==> config.mk <==
export PLATFORM = sky130hd
export DESIGN_NAME = fetch_sequencer
export DESIGN_NICKNAME = d
export VERILOG_FILES = /design/src/rtl/fetch_pkg.sv /design/src/rtl/fetch_sequencer_pc_incr.sv /design/src/rtl/fetch_sequencer.sv
export SDC_FILE = /design/constraint.sdc
export NUM_CORES = 1
export LEC_CHECK = 0
export CAP_MARGIN = 20
export CORE_AREA = 5 5 109 111
export DETAILED_ROUTE_END_ITERATION = 8
export DIE_AREA = 0 0 114 116
export GPL_ROUTABILITY_DRIVEN = 1
export HOLD_SLACK_MARGIN = 0.15
export SKIP_CTS_REPAIR_TIMING = 1
export SLEW_MARGIN = 20
export SYNTH_ARGS = -nofsm -noshare
export SYNTH_HDL_FRONTEND = slang
export SYNTH_SLANG_ARGS = --single-unit
==> constraint.sdc <==
create_clock -name clk -period 6.8 [get_ports clk]
set_input_delay 1.36 -clock clk [delete_from_list [all_inputs] [get_ports clk]]
set_output_delay 1.36 -clock clk [all_outputs]
set_load 0.01 [all_outputs]
==> src/rtl/fetch_pkg.sv <==
// Shared types and constants for the instruction fetch sequencer.
package fetch_pkg;

    localparam int unsigned INSTR_W = 16;
    localparam int unsigned ADDR_W  = 16;
    localparam int unsigned PC_STEP = 2;

    typedef enum logic [2:0] {
        RESET_WAIT,
        REQ,
        WAIT,
        HOLD,
        HALT
    } fetch_state_e;

    // Instruction handed to decode together with the address it came from.
    typedef struct packed {
        logic [ADDR_W-1:0]  pc;
        logic [INSTR_W-1:0] word;
    } fetch_instr_t;

    // Carry-lookahead add/subtract: generate/propagate per bit, carry chain from is_sub.
    function automatic logic [ADDR_W-1:0] cla_add_sub(
        input logic [ADDR_W-1:0] a,
        input logic [ADDR_W-1:0] b,
        input logic              is_sub
    );
        logic [ADDR_W-1:0] bx;
        logic [ADDR_W-1:0] g;
        logic [ADDR_W-1:0] p;
        logic [ADDR_W:0]   c;
        bx   = is_sub ? ~b : b;
        g    = a & bx;
        p    = a ^ bx;
        c    = '0;
        c[0] = is_sub;
        for (int unsigned i = 0; i < ADDR_W; i++) begin
            c[i+1] = g[i] | (p[i] & c[i]);
        end
        return p ^ c[ADDR_W-1:0];
    endfunction

endpackage

==> src/rtl/fetch_sequencer_pc_incr.sv <==
// Sequential-PC incrementer: pc + PC_STEP through the shared add/sub unit.
module pc_incr
    import fetch_pkg::*;
(
    input  logic [ADDR_W-1:0] pc,
    output logic [ADDR_W-1:0] pc_next_c
);

    localparam logic IS_SUB = 1'b0;

    assign pc_next_c = cla_add_sub(pc, ADDR_W'(PC_STEP), IS_SUB);

endmodule

==> src/rtl/fetch_sequencer.sv <==
// Program counter owner: fetches one instruction at a time over req/gnt/rvalid
// and hands it to decode over valid/ready; handles redirects and sticky halt.
module fetch_sequencer
    import fetch_pkg::*;
#(
    parameter logic [ADDR_W-1:0] RESET_PC = 16'h0000
) (
    input  logic               clk,
    input  logic               rst_n,
    output logic               imem_req,
    output logic [ADDR_W-1:0]  imem_addr,
    input  logic               imem_gnt,
    input  logic               imem_rvalid,
    input  logic [INSTR_W-1:0] imem_rdata,
    output logic               instr_valid,
    output logic [INSTR_W-1:0] instr,
    output logic [ADDR_W-1:0]  instr_pc,
    input  logic               instr_ready,
    input  logic               redirect_valid,
    input  logic [ADDR_W-1:0]  redirect_pc,
    input  logic               halt,
    output logic               halted,
    output logic [15:0]        fetch_count
);

    fetch_state_e      state_q;
    fetch_state_e      state_d;
    fetch_state_e      resume_state;
    logic [ADDR_W-1:0] pc_q;
    logic [ADDR_W-1:0] pc_d;
    logic [ADDR_W-1:0] pc_plus_c;
    logic [ADDR_W-1:0] redirect_tgt;
    logic              squash_q;
    logic              squash_d;
    logic              halt_pend_q;
    fetch_instr_t      held_q;
    fetch_instr_t      held_d;
    logic [15:0]       count_d;

    pc_incr u_pc_incr (
        .pc        (pc_q),
        .pc_next_c (pc_plus_c)
    );

    // Next-state, PC and capture logic; redirect outranks halt, halt outranks normal flow.
    always_comb begin
        state_d      = state_q;
        pc_d         = pc_q;
        squash_d     = squash_q;
        held_d       = held_q;
        count_d      = fetch_count;
        redirect_tgt = {redirect_pc[ADDR_W-1:1], 1'b0};
        resume_state = halt_pend_q ? HALT : REQ;

        case (state_q)
            RESET_WAIT: begin
                state_d = REQ;
                if (redirect_valid) pc_d = redirect_tgt;
            end
            REQ: begin
                if (redirect_valid) pc_d = redirect_tgt;
                if (imem_gnt) begin
                    state_d  = WAIT;
                    squash_d = redirect_valid;
                end else if (halt_pend_q) begin
                    state_d = HALT;
                end
            end
            WAIT: begin
                if (redirect_valid) pc_d = redirect_tgt;
                if (imem_rvalid) begin
                    if (squash_q || halt_pend_q || redirect_valid) begin
                        squash_d = 1'b0;
                        state_d  = resume_state;
                    end else begin
                        held_d.word = imem_rdata;
                        held_d.pc   = pc_q;
                        state_d     = HOLD;
                    end
                end else if (redirect_valid) begin
                    squash_d = 1'b1;
                end
            end
            HOLD: begin
                if (redirect_valid) begin
                    pc_d    = redirect_tgt;
                    state_d = resume_state;
                end else if (instr_ready) begin
                    pc_d    = pc_plus_c;
                    count_d = fetch_count + 16'd1;
                    state_d = resume_state;
                end
            end
            HALT: begin
                state_d = HALT;
            end
            default: begin
                state_d = RESET_WAIT;
            end
        endcase
    end

    // State and output registers; handshake outputs are registered decodes of the next state.
    always_ff @(posedge clk) begin
        if (!rst_n) begin
            state_q     <= RESET_WAIT;
            pc_q        <= {RESET_PC[ADDR_W-1:1], 1'b0};
            squash_q    <= 1'b0;
            halt_pend_q <= 1'b0;
            held_q      <= '0;
            fetch_count <= '0;
            imem_req    <= 1'b0;
            instr_valid <= 1'b0;
            halted      <= 1'b0;
        end else begin
            state_q     <= state_d;
            pc_q        <= pc_d;
            squash_q    <= squash_d;
            halt_pend_q <= halt_pend_q | halt;
            held_q      <= held_d;
            fetch_count <= count_d;
            imem_req    <= (state_d == REQ);
            instr_valid <= (state_d == HOLD);
            halted      <= (state_d == HALT);
        end
    end

    assign imem_addr = pc_q;
    assign instr     = held_q.word;
    assign instr_pc  = held_q.pc;

endmodule

Word-level counts from Yosys, hierarchy flattened
Cells that the tools add are included.
{"block": "word_totals", "regBits": 72, "latchBits": 0, "ram_bits": 0, "mem_bits_ro": 0, "in_bits": 39, "output_inout_bits": 67, "word_cells": 68, "mem_count": 0}
{"block": "op_classes", "n_addsub": 1, "mul": 0, "div": 0, "n_lt_le_gt_ge": 0, "eq_ne": 12, "shift": 0, "muxes": 17, "bitwise": 18, "n_reduce_logical": 10}
{"cell": "16-bit two-way mux", "n": 3}
{"cell": "16-bit case mux with 2 select lines", "n": 1}
{"cell": "3-bit two-way mux", "n": 7}
{"cell": "16-bit by 1-bit adder with 16-bit output (second input constant)", "n": 1}
{"cell": "16-bit bitwise XOR", "n": 1}
{"cell": "3-bit case mux with 5 select lines", "n": 1}
{"cell": "1-bit AND", "n": 13}
{"cell": "3-bit by 2-bit equality test with 1-bit output (second input constant)", "n": 3}
{"cell": "3-bit != test (second input constant)", "n": 3}
{"cell": "3-bit AND reduction", "n": 3}
{"cell": "3-bit by 1-bit equality test with 1-bit output (second input constant)", "n": 2}
{"cell": "3-bit equality test (second input constant)", "n": 2}
{"cell": "1-bit two-way mux", "n": 4}
{"cell": "4-bit AND reduction", "n": 1}
{"cell": "2-bit nonzero test", "n": 2}
{"cell": "3-bit logical NOT", "n": 1}
{"cell": "1-bit inverter", "n": 3}
{"cell": "3-bit OR reduction", "n": 1}
{"cell": "1-bit logical OR", "n": 2}
{"cell": "2-bit by 1-bit != test with 1-bit output (second input constant)", "n": 1}
{"cell": "2-bit != test (second input constant)", "n": 1}
{"cell": "1-bit case mux with 2 select lines", "n": 1}
{"cell": "1-bit bitwise OR", "n": 1}

Depth between registers and ports, before layout
Gate-level depths: netlist (run 1).
{"block": "logic_depth", "ltp_word": 17, "ltp_mapped": 16, "mapped_depth_nobuf": 16}

Modules after synthesis
Synthesis (run 1) repeated with hierarchy kept, for this count alone.
{"block": "unflattened", "cells_unflattened": 367, "hier_area_um2": 3135.5}
{"mod": "fetch_sequencer", "n_inst": 1, "cells_each": 351, "area_each_um2": 2952.8, "seq_area_each_um2": 1441.4}
{"mod": "pc_incr", "n_inst": 1, "cells_each": 16, "area_each_um2": 182.7, "seq_area_each_um2": 0.0}

Worst setup path after synthesis (run 1)
Ideal clock, no wire load.
{"block": "synth_timing", "kind": "register to register", "from": "reg pc_q[1], in the netlist imem_addr[1]", "to": "reg pc_q[15], in the netlist imem_addr[15]", "arrival_ns": 2.919, "path_slack_ns": 3.756, "stages_incl_launch_ff": 17, "n_path_buf": 0, "cell_sequence": "dfxtp_1 ha_1 ha_1 ha_1 ha_1 ha_1 ha_1 ha_1 ha_1 ha_1 ha_1 ha_1 ha_1 ha_1 nor3b_1 a21oi_1 o21ai_0"}
{"block": "synth_between", "elab_chain_len": 17}
{"item": "start: declaration", "line": "fetch_sequencer.sv:29", "rtl": "logic [ADDR_W-1:0] pc_q;"}
{"item": "start signal: assignment", "line": "fetch_sequencer.sv:107", "rtl": "pc_q <= {RESET_PC[ADDR_W-1:1], 1'b0};"}
{"item": "start signal: assignment", "line": "fetch_sequencer.sv:117", "rtl": "pc_q <= pc_d;"}
{"item": "1-bit AND (13 in a row)", "line": "fetch_pkg.sv:38", "rtl": "c[i+1] = g[i] | (p[i] & c[i]);"}
{"item": "16-bit bitwise XOR", "line": "fetch_pkg.sv:40", "rtl": "return p ^ c[ADDR_W-1:0];"}
{"item": "16-bit two-way mux", "line": "fetch_sequencer.sv:88", "rtl": "end else if (instr_ready) begin"}
{"item": "16-bit two-way mux", "line": "fetch_sequencer.sv:85", "rtl": "if (redirect_valid) begin"}
{"item": "16-bit case mux with 2 select lines", "line": "fetch_sequencer.sv:55", "rtl": "case (state_q)"}
No other way between the ends. The select of a mux whose other input is x is not followed.
A chain may end at the register's enable or synchronous reset.

Worst setup path after layout (run 1)
{"block": "layout_timing", "from": "in redirect_valid", "to": "reg held_q, in the netlist instr[1]"}
{"block": "layout_between", "elab_chain_len": 3}
{"item": "start: declaration", "line": "fetch_sequencer.sv:19", "rtl": "input logic redirect_valid,"}
{"item": "1-bit logical OR", "line": "fetch_sequencer.sv:72", "rtl": "if (squash_q || halt_pend_q || redirect_valid) begin"}
{"item": "1-bit inverter (no source line)"}
{"item": "3-bit AND reduction (no source line)"}
{"item": "end signal: assignment", "line": "fetch_sequencer.sv:120", "rtl": "held_q <= held_d;"}
{"item": "end: declaration", "line": "fetch_sequencer.sv:36", "rtl": "fetch_instr_t held_q;"}
No other way between the ends.

==> impl_metrics.yaml, run 1 <==
critical_path:
  cp.arrival_ns: 3.67
  rr_startpoint: "imem_addr[1]"
  reg2reg_slack_ns: 3.43
  path_cells: "clkdlybuf4s50_1 > or4b_4 > nor3_4 > buf_4 > nand2_1 > a21oi_1"
  crit-reg2reg-capture: "imem_addr[15]"
  cp-start-kind: "input pin"
  cp-end-kind: "flop"
  crit_type: "in2reg"
  slowest_stage: "or4b_4"
  max_stage_delay_ns: 0.64
  cp_data_required_time_ns: 7.04
  reg2reg_depth: 16
  critPathMaxFanout: 20
hold_path:
  hold_end: "instr[3]"
  whs_path_depth: 2
  hold_start: "instr[3]"
  hold_class: "reg2reg"
floorplanning:
  io_pins: 106
  die_w_um: 114
  start_util_pct: 29.42
  core_sq_um: 10700
  num_rows: 38
  dieHeight_um: 116
  die-area_sq_um: 13220
routing:
  vias: 2771
  ant_nets: 0
  wirelength_um: 8153
  vias_per_cell: 4.657
  firstDrtPassIters: 4
  post_drt_wl_per_cell_um: 13.70
  route.detailed.drc: 0
  drtIter0Drc: 100
timing:
  hold_viol_final: 0
  relSlewSlack_pct: 32.81
  clock_skew_ns: 0.01132
  rsz0062_at_grt: "no"
  period_share_pct: 50.36
  setup_viol: 0
  clock.fmax_ghz: 0.2920
  worstMarginPinSlew_ns: 1.002
  slew_violations: 0
  min_period_ns: 3.425
  tns_ns: 0
  holdWs_ns: 0.4524
final_layout:
  multi_input_comb_area_sq_um: 1543
  final_common_cell: "clkdlybuf4s50_1"
  seq_area_sq_um: 1401
  final_util_pct: 40.92
  fill_cells: 1082
  area_growth_pct: 39.13
  drive_gt1_share_pct: 6.154
  antenna_cells: 0
  fin_cells: 595
  final_cell_mix: "clkdlybuf4s50_1, nand2_1, dfxtp_1"
  finish.net_count: 504
clock_network:
  clkTransAtPathRegs_ns: 0.06
  htree_levels: 3
  cts_buffer_depth: 2
  cts_buffers: 9
  clock-sinks: 70
  clock-root-buffer: "clkbuf_8"
  tritoncts: "done"
  clk_latency_ns: 0.33
synth:
  synthCells: 358
  avgSynthCellArea_sq_um: 8.790
  synth_edf_count: 0
  ys.warnings.count: 0
  synth_xor_area_share_pct: 1.670
  syn_area_sq_um: 3147
  synth_compound_area_share_pct: 17.26
  synth-adder-area-share_pct: 5.567
  ys_types: 42
  synth_top_flop_cell: "dfxtp_1"
  synth_top_family_by_area: "simple AND/OR/NAND/NOR gates"
  synth-seq-cells: 70
  yosys.area_share.simple_pct: 19.84
  async_reset_ff_share_pct: 0
  muxShareOfSynthArea_pct: 4.453
  yosysSeqAreaShare_pct: 44.53
run_status:
  status: "finished, final reports clean"
global_routing:
  antenna_found_initial: 0
  grt_pass1_wl_um: 13620
  grt.total_usage_pct: 12.79
  first_global_vias: 2774
  grt-ovfl-total: 0
  grt_max_degree: 36
job:
  cap_violations: 0
placed_design:
  portBuffers: 102
  gp_congestion: 0.7590
  dp.cells: 580
  place_hpwl_um: 5958
power_and_ir_drop:
  p_total_mw: 0.8611
  power.net_switching_mw: 0.2089
  seqPwrFrac_pct: 50.8
  peakVddDrop_mv: 0.1033
  power_frac_comb_pct: 11.1
  power_leakage_nw: 1.639
  swShare_pct: 24.26
  p_per_area_nw_per_um2: 196.7
  p_int_mw: 0.6522
  pwr-share-clk_pct: 38.1
==> per-stage QoR <==
step	area, sq um	setup slack, ns
after floorplan	3151	3.756
after global placement	4189	3.006
after detailed placement	4189	2.997
after CTS	4378	3.327
after global routing	4378	3.141
final	4378	3.375
==> routing by layer <==
layer	up-vias	track usage, %	wire (um)	share of wire [%]
met2	84	20.61	3674	45
li1	1418	-	-	-
met3	9	4.125	634	7.8
met5	-	0	0	0
met1	1260	15.88	3712	46
met4	0	5.146	132	1.6
==> synth_stat cells, drive strengths merged, types with 2 or more instances <==
library cell | instances | area share [%]
a21oi | 58 | 9.9
a31oi | 2 | 0.40
and2 | 3 | 0.60
and3 | 3 | 0.60
and4 | 3 | 0.84
buf | 14 | 3.4
clkbuf | 7 | 1.5
dfxtp | 70 | 45
dlygate4sd1 | 2 | 0.56
ha | 14 | 5.6
inv | 7 | 0.84
mux2i | 14 | 4.5
nand2 | 71 | 8.5
nand2b | 3 | 0.60
nand3 | 7 | 1.1
nand4 | 3 | 0.60
nor2 | 14 | 1.7
nor2b | 5 | 0.99
nor3b | 2 | 0.84
o211ai | 2 | 0.48
o21a | 3 | 0.72
o21ai | 22 | 3.5
o31ai | 4 | 0.95
or3 | 5 | 0.99
or4 | 4 | 0.95
xor2 | 5 | 1.4
==> flip-flops by register name, summed over array words and instances, names as in the netlist, 3 cells and up <==
signal and cells:
state_q 3, imem_addr 15, instr_pc 15, instr 16, fetch_count 16
==> critical path, delay by kind of cell <==
family                 cells  cell delay, ns
AO/OA/AOI/OAI              1            0.12
buffers and inverters      2            0.98
AND/OR/NAND/NOR            3            1.19
==> cell type report <==
cell class | count | area share (%)
timing repair buffer | 105 | 23.84
clock inverter | 4 | 1.086
multi-input combinational | 258 | 35.24
clock buffer | 11 | 3.230
tap | 140 | 4.001
sequential | 70 | 32.01
inverter | 7 | 0.6002
==> power by group through the flow <==
stage          Sequential [mW]  Clock [mW]  Combinational, mW
2_1_floorplan            0.446           0             0.0457
3_3_place_gp             0.447           0             0.0946
3_5_place_dp             0.447           0             0.0967
4_1_cts                  0.438       0.340             0.0969
5_1_grt                  0.440       0.359              0.105
6_report                 0.437       0.328             0.0956
==> worst max-delay path by stage <==
stage                               from       endpoint  slack [ns]  cells after the start
after floorplan             imem_addr[1]  imem_addr[15]        3.76                     16
after global placement    redirect_valid   instr_pc[14]        3.01                      6
after detailed placement  redirect_valid       instr[1]        3.00                      6
after CTS                 redirect_valid       instr[1]        3.33                      6
after global routing      redirect_valid  imem_addr[15]        3.14                      5
final                     redirect_valid       instr[1]        3.38                      6
==> cell families after synthesis <==
kind of cell,Yosys count
simple gates,127
compound gates,95
flops,70
buf+inv,31
fa+ha+maj,14
mux,14
xor+xnor,6
other cells,1
(Power assumes the default switching activity.)
==> run 2, diff against run 1 <==
clock period = 3.6 ns   (was 6.8 ns; I/O delays follow)
==> run 2 against run 1 <==
  * Hold slack better by 0.0048 ns
  * Via count up 2.6%
  * Cell count up 1.0%
  * Critical path depth up 10
  * Critical path type is now reg2reg
  * Design area up 2.3%
  * Clock power up 140%
  * Die area unchanged
  * Global-route usage up 0.35 points
  * Sequential power up 89%
  * Worst setup slack worse by 3.0 ns
  * Sequential share of layout area down 0.72 points
  * Non-clock buffer count up 6
==> impl_metrics.yaml, run 2 (synthesis results as in run 1) <==
clock_network:
  tritoncts: "done"
  clkTransAtPathRegs_ns: 0.08
  clk_latency_ns: 0.34
  cts_buffers: 9
  clock-sinks: 70
  clock-root-buffer: "clkbuf_8"
  htree_levels: 3
  cts_buffer_depth: 2
routing:
  wl_met1_um: 3820
  wl_met2_um: 3956
  route.detailed.drc: 0
  drtIter0Drc: 145
  firstDrtPassIters: 4
  ant_nets: 0
  post_drt_wl_per_cell_um: 14.10
  routed.top_layer: "met4"
  vias_per_cell: 4.730
  vias: 2843
  wirelength_um: 8473
  dr_wl_met3_um: 563
critical_path:
  crit_type: "reg2reg"
  crit_buf_inv: 0
  cp.arrival_ns: 3.41
  max_stage_delay_ns: 0.34
  path_cells: "ha_1 > ha_1 > ha_1 > ha_1 > ha_1 > ha_1 > ha_1 > ha_1 > ha_1 > ha_1 > ha_1 > ha_1 > ha_1 > nor3b_1 > a21oi_1 > o21ai_0"
  cp_top_family: "adder cells"
  cp-start-kind: "flop"
  cp_data_required_time_ns: 3.83
  slowest_stage: "dfxtp_1"
  path_common_cell: "ha_1"
  critPathMaxFanout: 4
  cp-end-kind: "flop"
global_routing:
  grt_pass1_wl_um: 13720
  grt_max_degree: 45
  first_global_vias: 2731
  grt-ovfl-total: 0
  antenna_found_initial: 0
  grt.total_usage_pct: 13.14
timing:
  slew_violations: 0
  relSlewSlack_pct: 43.72
  min_period_ns: 3.180
  hold_viol_final: 0
  clock.fmax_ghz: 0.3144
  setup_viol: 0
  clock_skew_ns: 0.009468
  tns_ns: 0
  rsz0062_at_grt: "no"
  setup_slack_ns: 0.4198
  worstMarginPinSlew_ns: 0.8442
  period_share_pct: 88.34
power_and_ir_drop:
  power_leakage_nw: 1.692
  p_total_mw: 1.790
  peakVddDrop_mv: 0.1681
  p_per_area_nw_per_um2: 399.7
final_layout:
  finish.net_count: 510
  final_common_cell: "clkdlybuf4s50_1"
  final_cell_mix: "clkdlybuf4s50_1, nand2_1, dfxtp_1"
  fill_cells: 1082
  antenna_cells: 0
  final_area_sq_um: 4478
  drive_gt1_share_pct: 7.592
  area_growth_pct: 42.31
  fin_cells: 601
hold_path:
  hold_class: "reg2reg"
job:
  cap_violations: 0
run_status:
  status: "finished, final reports clean"
floorplanning:
  num_rows: 38
  dieHeight_um: 116
  die-area_sq_um: 13220
  io_pins: 106
  die_w_um: 114
  start_util_pct: 29.42
  core_sq_um: 10700
placed_design:
  portBuffers: 102
  gp_congestion: 0.7684
  dpl_cell_area_sq_um: 4234
  post-place-ws_ns: 0.4100
  dp.cells: 586
  place_hpwl_um: 6210
-- run 2: changes by cell type in the layout (fill, tap and decap cells not counted), sizes merged --
| cell | delta |
|---|---|
| buf | +6 |
| bufinv | +2 |
| clkinv | -2 |
| clkbuf | -1 |
| inv | +1 |
-- run 2: worst min-delay path: cells and delay by family, from the launching register on --
family	cells	cell delay, ns
simple gates	1	0.05
compound gates	1	0.05
flops	1	0.31
-- run 2: cell type report --
| type | count | area, sq um | share of cell area [%] |
|---|---|---|---|
| Inverter | 7 | 26.28 | 0.5868 |
| Multi-Input combinational cell | 258 | 1543 | 34.45 |
| Clock inverter | 5 | 106.4 | 2.375 |
| Sequential cell | 70 | 1401 | 31.29 |
| Clock buffer | 10 | 137.6 | 3.073 |
| Tap cell | 140 | 175.2 | 3.912 |
| Timing Repair Buffer | 111 | 1089 | 24.31 |
-- run 2: power breakdown --
part           switching [mW]  internal [mW]
registers              0.0275          0.798
clock network           0.299          0.478
logic                  0.0838          0.104
total                   0.410           1.38
-- run 2: metal layers --
layer  track usage (%)  vias up
met5                 0        -
met4             5.226        0
met3             4.439        8
met2             21.86       79
met1             15.65     1318
li1                  -     1438
-- run 2: worst paths after layout --
check                                   from             to  slack [ns]  cells past startpoint
worst max register to register  imem_addr[2]  imem_addr[15]        0.42                     16
worst min-delay path            instr_pc[11]   instr_pc[11]        0.46                      2
worst max-delay path            imem_addr[2]  imem_addr[15]        0.42                     16
worst min register to register  instr_pc[11]   instr_pc[11]        0.46                      2
-- run 2: per-stage QoR --
step                hold slack (ns)  util (%)
global placement             0.4420     39.58
CTS                          0.4585     41.86
floorplan                    0.4778         -
global route                 0.4724     41.86
finish                       0.4572     41.86
detailed placement           0.4475     39.58
==> run 3, diff against run 2 <==
GPL_ROUTABILITY_DRIVEN = 0   (was 1)
==> results of run 3 <==
The final DEF is identical to that of run 2; final timing and power are the same.
